File: config.mk
export PLATFORM = sky130hd
export DESIGN_NAME = online_add_seq
export DESIGN_NICKNAME = d
export VERILOG_FILES = /design/src/rtl/online_add_seq.sv
export SDC_FILE = /design/constraint.sdc
export NUM_CORES = 1
export LEC_CHECK = 0
export ABC_AREA = 1
export CORE_AREA = 2 2 55 57
export DETAILED_ROUTE_END_ITERATION = 16
export DIE_AREA = 0 0 57 59
export HOLD_SLACK_MARGIN = 0.05
export PLACE_DENSITY = 0.72
export RECOVER_POWER = 50
export SYNTH_ARGS = -nofsm -noshare
export SYNTH_HDL_FRONTEND = slang
export SYNTH_SLANG_ARGS = --single-unit
File: constraint.sdc
create_clock -name clk -period 1.3 [get_ports clk]
set_input_delay 0.26 -clock clk [delete_from_list [all_inputs] [get_ports clk]]
set_output_delay 0.26 -clock clk [all_outputs]
set_load 0.01 [all_outputs]
File: src/rtl/online_add_seq.sv
// Digit-serial MSD-first sequencer for a borrow-save adder digit cell.
// One combinational cell is shared: phase A forms the transfer of digit k, phase B finishes digit k-1.
module online_add_seq #(
    parameter int unsigned NDIG = 8,
    parameter int unsigned CW   = $clog2(NDIG + 1)
) (
    input  logic       clk,
    input  logic       rst_n,
    input  logic       start,
    input  logic       in_valid,
    output logic       in_ready,
    input  logic [1:0] x_dig,
    input  logic [1:0] y_dig,
    output logic       z_valid,
    output logic       zp,
    output logic       zn,
    output logic       z_first,
    output logic       z_last,
    output logic       h_msd,
    output logic       busy,
    output logic       done,
    output logic [1:0] cell_x,
    output logic [1:0] cell_y,
    output logic       cell_hin,
    input  logic       cell_hout,
    input  logic       cell_zp,
    input  logic       cell_zn
);
    localparam int unsigned DW = 2;

    typedef enum logic [1:0] {S_IDLE, S_ACC, S_EMIT, S_TAIL} state_t;

    state_t          state_q, state_d;
    logic [CW-1:0]   cnt_q, cnt_d;
    logic [2*DW-1:0] prev_q, prev_d;
    logic [2*DW-1:0] hold_q, hold_d;
    logic            h_reg_q, h_reg_d;
    logic            h_msd_q, h_msd_d;
    logic            z_valid_q, z_valid_d;
    logic            zp_q, zp_d;
    logic            zn_q, zn_d;
    logic            z_first_q, z_first_d;
    logic            z_last_q, z_last_d;
    logic            done_q, done_d;
    logic            busy_q, busy_d;
    logic            in_ready_q, in_ready_d;

    // Next-state, datapath and cell-port steering
    always_comb begin
        state_d   = state_q;
        cnt_d     = cnt_q;
        prev_d    = prev_q;
        hold_d    = hold_q;
        h_reg_d   = h_reg_q;
        h_msd_d   = h_msd_q;
        zp_d      = zp_q;
        zn_d      = zn_q;
        z_first_d = z_first_q;
        z_last_d  = z_last_q;
        z_valid_d = 1'b0;
        done_d    = 1'b0;
        cell_x    = 2'b00;
        cell_y    = 2'b00;
        cell_hin  = 1'b0;

        unique case (state_q)
            S_IDLE: begin
                // done_q marks the cycle right after TAIL; a start there is not a new request
                if (start && !done_q) begin
                    state_d = S_ACC;
                    cnt_d   = '0;
                end
            end
            S_ACC: begin
                cell_x = x_dig;
                cell_y = y_dig;
                if (in_valid) begin
                    if (cnt_q == '0) begin
                        prev_d  = {x_dig, y_dig};
                        h_msd_d = cell_hout;
                        cnt_d   = CW'(1);
                    end else begin
                        h_reg_d = cell_hout;
                        hold_d  = {x_dig, y_dig};
                        cnt_d   = CW'(cnt_q + CW'(1));
                        state_d = S_EMIT;
                    end
                end
            end
            S_EMIT: begin
                cell_x    = prev_q[3:2];
                cell_y    = prev_q[1:0];
                cell_hin  = h_reg_q;
                z_valid_d = 1'b1;
                zp_d      = cell_zp;
                zn_d      = cell_zn;
                z_first_d = (cnt_q == CW'(2));
                z_last_d  = 1'b0;
                prev_d    = hold_q;
                state_d   = (cnt_q == CW'(NDIG)) ? S_TAIL : S_ACC;
            end
            S_TAIL: begin
                cell_x    = prev_q[3:2];
                cell_y    = prev_q[1:0];
                z_valid_d = 1'b1;
                zp_d      = cell_zp;
                zn_d      = cell_zn;
                z_first_d = 1'b0;
                z_last_d  = 1'b1;
                done_d    = 1'b1;
                state_d   = S_IDLE;
            end
            default: state_d = S_IDLE;
        endcase

        busy_d     = (state_d != S_IDLE);
        in_ready_d = (state_d == S_ACC);
    end

    always_ff @(posedge clk or negedge rst_n) begin
        if (!rst_n) begin
            state_q    <= S_IDLE;
            cnt_q      <= '0;
            prev_q     <= '0;
            hold_q     <= '0;
            h_reg_q    <= 1'b0;
            h_msd_q    <= 1'b0;
            z_valid_q  <= 1'b0;
            zp_q       <= 1'b0;
            zn_q       <= 1'b0;
            z_first_q  <= 1'b0;
            z_last_q   <= 1'b0;
            done_q     <= 1'b0;
            busy_q     <= 1'b0;
            in_ready_q <= 1'b0;
        end else begin
            state_q    <= state_d;
            cnt_q      <= cnt_d;
            prev_q     <= prev_d;
            hold_q     <= hold_d;
            h_reg_q    <= h_reg_d;
            h_msd_q    <= h_msd_d;
            z_valid_q  <= z_valid_d;
            zp_q       <= zp_d;
            zn_q       <= zn_d;
            z_first_q  <= z_first_d;
            z_last_q   <= z_last_d;
            done_q     <= done_d;
            busy_q     <= busy_d;
            in_ready_q <= in_ready_d;
        end
    end

    assign in_ready = in_ready_q;
    assign z_valid  = z_valid_q;
    assign zp       = zp_q;
    assign zn       = zn_q;
    assign z_first  = z_first_q;
    assign z_last   = z_last_q;
    assign h_msd    = h_msd_q;
    assign busy     = busy_q;
    assign done     = done_q;

endmodule

# Word-level counts from Yosys, hierarchy flattened
# Cells that the tools add are included.
classes:
  muxes: 19
  addsub: 1
  bitwise: 1
  n_reduce_logical: 13
  eq_ne: 9
op_table:
  columns: ["op", "count"]
  rows:
  - ["4-bit 2-to-1 mux", 5]
  - ["4-bit case mux with 2 select lines", 2]
  - ["3-bit AND reduction", 4]
  - ["2-bit 2-to-1 mux", 4]
  - ["2-bit case mux with 2 select lines", 2]
  - ["2-bit case mux with 4 select lines", 1]
  - ["2-bit nonzero test", 4]
  - ["2-bit inequality test (second input constant)", 3]
  - ["4-bit by 1-bit adder with 4-bit output (second input constant)", 1]
  - ["2-bit by 1-bit == test with 1-bit output (second input constant)", 2]
  - ["2-bit == test (second input constant)", 2]
  - ["4-bit by 2-bit == test with 1-bit output (second input constant)", 1]
  - ["4-bit == test (second input constant)", 1]
  - ["4-bit logical NOT", 1]
  - ["1-bit case mux with 2 select lines", 2]
  - ["1-bit 2-to-1 mux", 3]
  - ["2-bit logical NOT", 1]
  - ["2-bit OR reduction", 1]
  - ["1-bit logical AND", 1]
  - ["1-bit logical NOT", 1]
  - ["1-bit NOT", 1]
totals:
  elab_cells: 57
  inputBits: 11
  out_inout_bits: 14
  regBits: 24

# Longest topological paths before layout
# Gate-level depths: netlist of the first run.
depth:
  word_depth: 5
  depth_mapped: 8
  depth_no_buf: 8

# Least setup slack after synthesis of the first run
# No wires, ideal clock.
synth_path:
  kind: "register -> register"
  startpoint: "register cnt_q[0]"
  endpoint: "register prev_q[0]"
  arrival_time_ps: 1180
  path_buffers: 0
  stages_incl_launch_ff: 9
  t_required_ps: 1235
  setup_slack_ps: 55
  synth_period_minus_slack_ps: 1245
  setup_ps: 65
  path_cell_list: "dfrtp_1 inv_1 ha_1 inv_1 nor2_1 nand2_4 nand2_1 nand2_1 nand2_1"
synth_between:
  elab_chain_len: 3
synth_rtl:
  columns: ["item", "line_no", "source"]
  rows:
  - ["start: declaration", "34", "logic [CW-1:0] cnt_q, cnt_d;"]
  - ["start signal: assignment", "138", "cnt_q <= cnt_d;"]
  - ["4-bit logical NOT", "78", "if (cnt_q == '0) begin"]
  - ["2-bit inequality test (no source line)", null, null]
  - ["3-bit AND reduction (no source line)", null, null]
  - ["end signal: assignment", "139", "prev_q <= prev_d;"]
  - ["end: declaration", "35", "logic [2*DW-1:0] prev_q, prev_d;"]
# Every way passes these cells.
# A chain may end at the register's enable or synchronous reset.

# Final worst setup path of the first run
layout_path:
  startpoint: "register state_q[1]"
  endpoint: "output cell_x[0]"
layout_between:
  elab_chain_len: 3
  elab_cells_between_ends: 5
  cone_classes: "eq/ne: 3; mux: 1; reduce/logical: 1"
layout_rtl:
  columns: ["item", "line_no", "source"]
  rows:
  - ["start: declaration", "33", "state_t state_q, state_d;"]
  - ["start signal: assignment", "137", "state_q <= state_d;"]
  - ["2-bit == test", "66", "unique case (state_q)"]
  - ["2-bit OR reduction (no source line)", null, null]
  - ["2-bit case mux with 2 select lines *", "66", null]
  - ["end: declaration", "22", "output logic [1:0] cell_x,"]
# Every way passes the cells marked *; elsewhere a longest branch is shown, timed or not.

==> results.toml, run 1 <==
[layout]
num_antenna_cells = 0
utilization_pct = 63.3
final_area_um2 = 1710
areaGrowthSynthToFinish_pct = 42.4
fill_cells = 243
fin_nets = 200
multiInputGateArea_um2 = 604
regArea_um2 = 601
drive_above_1_share_pct = 32.4

[job]
maxCapViolations = 0

[synth]
syn_inst = 143
yosys.area_share.simple_pct = 26.8
ys_seq_elements = 24
synth_edf_count = 0
syn-mean-instance-area_um2 = 8.42
synth-adder-area-share_pct = 3.12
synth_top_family_by_area = "simple AND/OR/NAND/NOR gates"
ys_types = 19
synth_compound_area_share_pct = 10.4
yosys.area.top_type = "dfrtp_1"
synth_ff_type = "dfrtp_1"
yosysWarnings = 0
synth-xor-area-share_pct = 0.728
synth_commonest_cells = "nand2_1, dfrtp_1, inv_1"
ys_seq_area_share_pct = 49.9
synth_top_area_share_pct = 49.9
netlist_area_um2 = 1200
synth.most_common_cell = "nand2_1"
synth_mux_area_share_pct = 0
synth-async-reset-ratio_pct = 100
synth.area.top_cells = "dfrtp_1, nand2_1, inv_1"
synth_fp_nets = 157

[grt]
top_usage_layer = "met2"
grt_pass1_vias = 1031
met3_usage_pct = 2.62
antenna_found_initial = 0
grt.overflow.total = 0
grt_usage_pct = 16.6
globalRouteMet1Util_pct = 21.1
grt_pass1_wl_mm = 4.43
grt_start_max_net_pins = 25
grt.met2_usage_pct = 29.7

[route]
drcViolationCount = 0
first_pass_iters = 4
drt_wl_total_mm = 2.74
detailroute.via_count = 1057
drt-vias-per-instance = 4.89
ant_nets = 0
drt_iter0_drc = 34
drt-wirelength-per-cell_um = 12.7

[clocking]
cts_sinks = 24
cts_buffers = 3
cts_max_level = 1
clk_path_buf_depth = 2
clk_pin_slew_ns = 0.13
cts_hold_buf = 0
cts-root-buf = "clkbuf_4"
clk_latency_ns = 0.31
cts_tree = "built"

[hold_path]
hold_class = "primary input to asynchronous set/reset pin"

[setup_path]
worstPathCellList = "inv_2 -> nand2_4 -> o21ai_2 -> buf_2"
crit_path_end_kind = "output port"
slowest_delay_ns = 0.41
start_kind = "flop"
crit_required_ns = 1.04
cp_slowest_cell = "dfrtp_1"
critPathMaxFanout = 5
arrival_ns = 1.16
path_class = "flop to output port"

[timing]
max-slew-margin-rel_pct = 60.6
finalCritPeriodShare_pct = 109
fin_skew_ns = 0.00715
slew_violations = 0
report.final.setup_viol = 9
hold_viol = 0
worstMarginPinSlew_ns = 0.591
max_freq_mhz = 706
tns_ns = -0.588
rsz0062_at_grt = "true"
finalWorstSetupSlack_ns = -0.116
fin_crit_ns = 1.42

[outcome]
outcome = "complete, but fails checks"
violations = "negative setup slack"

[placement]
place_area_um2 = 1590
place_congestion = 0.806
place_hpwl_mm = 1.91
io_buffers = 24

[pwr]
power.leakage_nw = 0.911
power.density_nw_per_um2 = 2200
irDropWorstVdd_uv = 1190
totalPowerFinal_mw = 3.78

[floorplanning]
chipHeight_um = 59
row_count = 19
start_util_pct = 44.4
die_area_um2 = 3360
die_w_um = 57
num_io_pins = 25
core_area_um2 = 2710
-- kinds of logic after synthesis --
| group | Yosys count |
|---|---|
| compound gates | 20 |
| xor+xnor | 1 |
| fa+ha+maj | 3 |
| buf+inv | 25 |
| flops | 24 |
| simple gates | 70 |
-- registers in the layout, summed over array words and instances, names as in the netlist --
signal    count
state_q       2
hold_q        4
busy          1
h_reg_q       1
done          1
prev_q        4
z_first       1
zp            1
cnt_q         4
h_msd         1
z_valid       1
z_last        1
zn            1
in_ready      1
-- cells in the final DEF, fill, tap and decap left out, types with 2 or more instances in the layout --
cell	n
buf_2	5
buf_4	14
buf_6	2
clkbuf_4	3
clkdlybuf4s50_1	9
dfrtp_1	24
dlygate4sd2_1	9
ha_1	2
inv_1	17
inv_2	3
nand2_1	40
nand2_2	4
nand2_4	7
nand3_1	9
nand3_2	2
nor2_1	4
o21ai_0	4
o21ai_1	2
o21ai_2	11
-- timing repair --
item | in CTS | in global routing
buffers inserted | 1 | 0
endpoints found under the hold margin | 0 | 0
pin swaps | 2 | 7
gates cloned | 1 | 0
endpoints found under the setup margin | 20 | 20
gates resized for setup | 41 | 26
-- metal layers --
metal	wire, µm	share of wire (%)	vias up
met5	0	0	-
met2	1430	52	22
met4	15	0.55	0
met1	1180	43	501
li1	-	-	532
met3	105	3.8	2
-- final timing paths --
kind	from	to	slack [ns]	depth (start not counted)
worst min-delay path	rst_n	z_last	0.47	2
min in group clk	cell_zp	zp	0.47	3
max in group asynchronous	rst_n	in_ready	0.44	2
worst max register to register	state_q[1]	prev_q[2]	-0.02	8
worst max-delay path	state_q[1]	cell_x[0]	-0.12	4
worst min register to register	z_last	z_last	0.48	2
-- cell type report --
type                    count  share of cell area [%]
flip-flops and latches     24                    35.0
clock buffers               3                    1.31
inverters                  21                    4.74
multi-input cells          95                    35.3
well taps                  31                    2.26
clock inverters             1                    1.75
repair buffers             41                    19.6
-- critical path: cells and delay by family, from the launching register on --
kind,cells,cell delay [ns]
AND/OR/NAND/NOR,1,0.08
buffers and inverters,2,0.24
flip-flops,1,0.41
AO/OA/AOI/OAI,1,0.12
-- power breakdown --
group | internal (mW) | total, mW | switching (mW)
clock network | 0.311 | 0.538 | 0.227
registers | 1.06 | 1.25 | 0.190
logic | 0.873 | 1.99 | 1.11
-- per-stage QoR --
stage               hold WS, ns  worst slack (ns)  cells
floorplan               -0.0356            0.0550    143
global route              0.471            -0.190    216
finish                    0.469            -0.116    216
detailed placement        0.459            -0.483    210
global placement          0.455            -0.466    210
CTS                       0.285            -0.141    216
(Power assumes the default switching activity.)
==> run 2: changes to the inputs <==
CTS_CLUSTER_DIAMETER = 150   (was not set)
==> results of run 2 <==
Same layout as run 1: the final DEF is identical, and so are final timing and power.
==> run 3: changes to the inputs <==
PLACE_DENSITY = 0.75   (was 0.72)
==> run 3 against run 2 <==
The flow still finishes with violations (negative setup slack). Sequential cell count is the same. Worst hold slack worse by 0.013 ns. Fmax is 3.1% lower. Non-clock buffer count grew 1. Critical path depth did not move. Clock power shrank 25%. Largest power group unchanged.
==> results.toml, run 3 (same netlist as run 1, synthesis figures left out) <==
[timing]
hold_ws_ns = 0.456
report.final.setup_viol = 18
finalCritPeriodShare_pct = 112
fin_skew_ns = 0.00404
rsz0062_at_grt = "true"
finalWorstSetupSlack_ns = -0.160
fin_crit_ns = 1.46
slew_violations = 0
worstMarginPinSlew_ns = 0.594
max_freq_mhz = 685
tns_ns = -0.972
hold_viol = 0
max-slew-margin-rel_pct = 60.4

[route]
ant_nets = 0
drcViolationCount = 0
drt-vias-per-instance = 4.79
drt_iter0_drc = 23
detailroute.via_count = 1040
drt_wl_total_mm = 2.67
drt-wirelength-per-cell_um = 12.3
first_pass_iters = 6

[grt]
grt.met2_usage_pct = 29.6
grt.overflow.total = 0
grt_usage_pct = 17.2
grt_start_max_net_pins = 25
met3_usage_pct = 2.40
antenna_found_initial = 0
grt_pass1_wl_mm = 4.51
globalRouteMet1Util_pct = 21.6
top_usage_layer = "met2"
grt_pass1_vias = 1036

[floorplanning]
core_area_um2 = 2710
chipHeight_um = 59
start_util_pct = 44.4
num_io_pins = 25
row_count = 19
die_w_um = 57
die_area_um2 = 3360

[hold_path]
hold_class = "primary input to asynchronous set/reset pin"

[placement]
place_area_um2 = 1590
io_buffers = 24
dp_cells = 210
dp_slack_ns = -0.478
place_congestion = 0.830
place_hpwl_mm = 1.85

[layout]
areaGrowthSynthToFinish_pct = 39.7
final_area_um2 = 1680
utilization_pct = 62.0
top_regs = "cnt_q x4, hold_q x4, prev_q x4"
regArea_um2 = 601
num_antenna_cells = 0
finalNonFillerCells = 217
fin_nets = 201
mostFrequentLayoutCells = "nand2_1, dfrtp_1, inv_1"
layout_commonest_cell = "nand2_1"
fill_cells = 251
multiInputGateArea_um2 = 579
drive_above_1_share_pct = 30.1

[outcome]
violations = "negative setup slack"
outcome = "complete, but fails checks"

[setup_path]
start_kind = "flop"
ff2ff_setup_slack_ns = -0.04
r2r-end = "prev_q[1]"
crit_required_ns = 1.04
path_class = "flop to output port"
crit_path_end_kind = "output port"
critPathMaxFanout = 5
reg2reg_depth = 8
reg2reg_from = "state_q[0]"
arrival_ns = 1.20

[job]
maxCapViolations = 0

[clocking]
cts_tree = "built"
clk_pin_slew_ns = 0.14
cts_buffers = 3
clk_path_buf_depth = 2
cts_sinks = 24
clk_latency_ns = 0.32
cts_hold_buf = 0
cts_max_level = 1
cts-root-buf = "clkbuf_4"

[pwr]
totalPowerFinal_mw = 3.58
clockPowerShare_pct = 11.3
switching_power_mw = 1.49
switching_share_pct = 41.8
power.density_nw_per_um2 = 2130
internal-power_mw = 2.08
combPwrFrac_pct = 54.1
p_seq_share_pct = 34.6
irDropWorstVdd_uv = 1310
power.leakage_nw = 0.903
-- run 3: routing by layer --
metal / routed length (µm) / up-vias / share of wire, %
met3: 81 / 4 / 3.0
met2: 1360 / 20 / 51
met4: 37 / 0 / 1.4
li1: - / 528 / -
met5: 0 / - / 0
met1: 1190 / 488 / 45
-- run 3: layout make-up --
cell class	count	share of cell area [%]
tap	31	2.31
sequential	24	35.7
inverter	21	4.84
timing repair buffer	42	20.5
clock buffer	4	2.16
multi-input combinational	95	34.4
-- run 3: worst max-delay path, cell delays in order (launching register included) --
cell and delay (ns):
dfrtp_1 0.43, buf_6 0.12, nand2_4 0.07, o21ai_2 0.12, buf_2 0.15
-- run 3: what timing repair did --
item,CTS,global route
setup endpoints to repair,21,24
pin swaps,3,5
buffers inserted,1,1
resized for setup,48,11
gates cloned,1,0
-- run 3: power by group through the flow --
stage | Clock (mW) | Sequential, mW | Combinational [mW]
6_report | 0.404 | 1.24 | 1.93
3_3_place_gp | 0 | 1.23 | 1.74
5_1_grt | 0.431 | 1.28 | 2.12
4_1_cts | 0.409 | 1.24 | 1.85
2_1_floorplan | 0 | 1.32 | 0.931
3_5_place_dp | 0 | 1.25 | 1.79
-- run 3: how the worst max path moves through the flow --
stage | startpoint | endpoint | cells after the start
3_3_place_gp | y_dig[1] | cell_y[1] | 4
3_5_place_dp | x_dig[1] | cell_x[1] | 4
5_1_grt | state_q[0] | cell_x[1] | 4
2_1_floorplan | cnt_q[0] | prev_q[0] | 8
4_1_cts | state_q[0] | cell_x[1] | 4
6_report | state_q[0] | cell_x[1] | 4
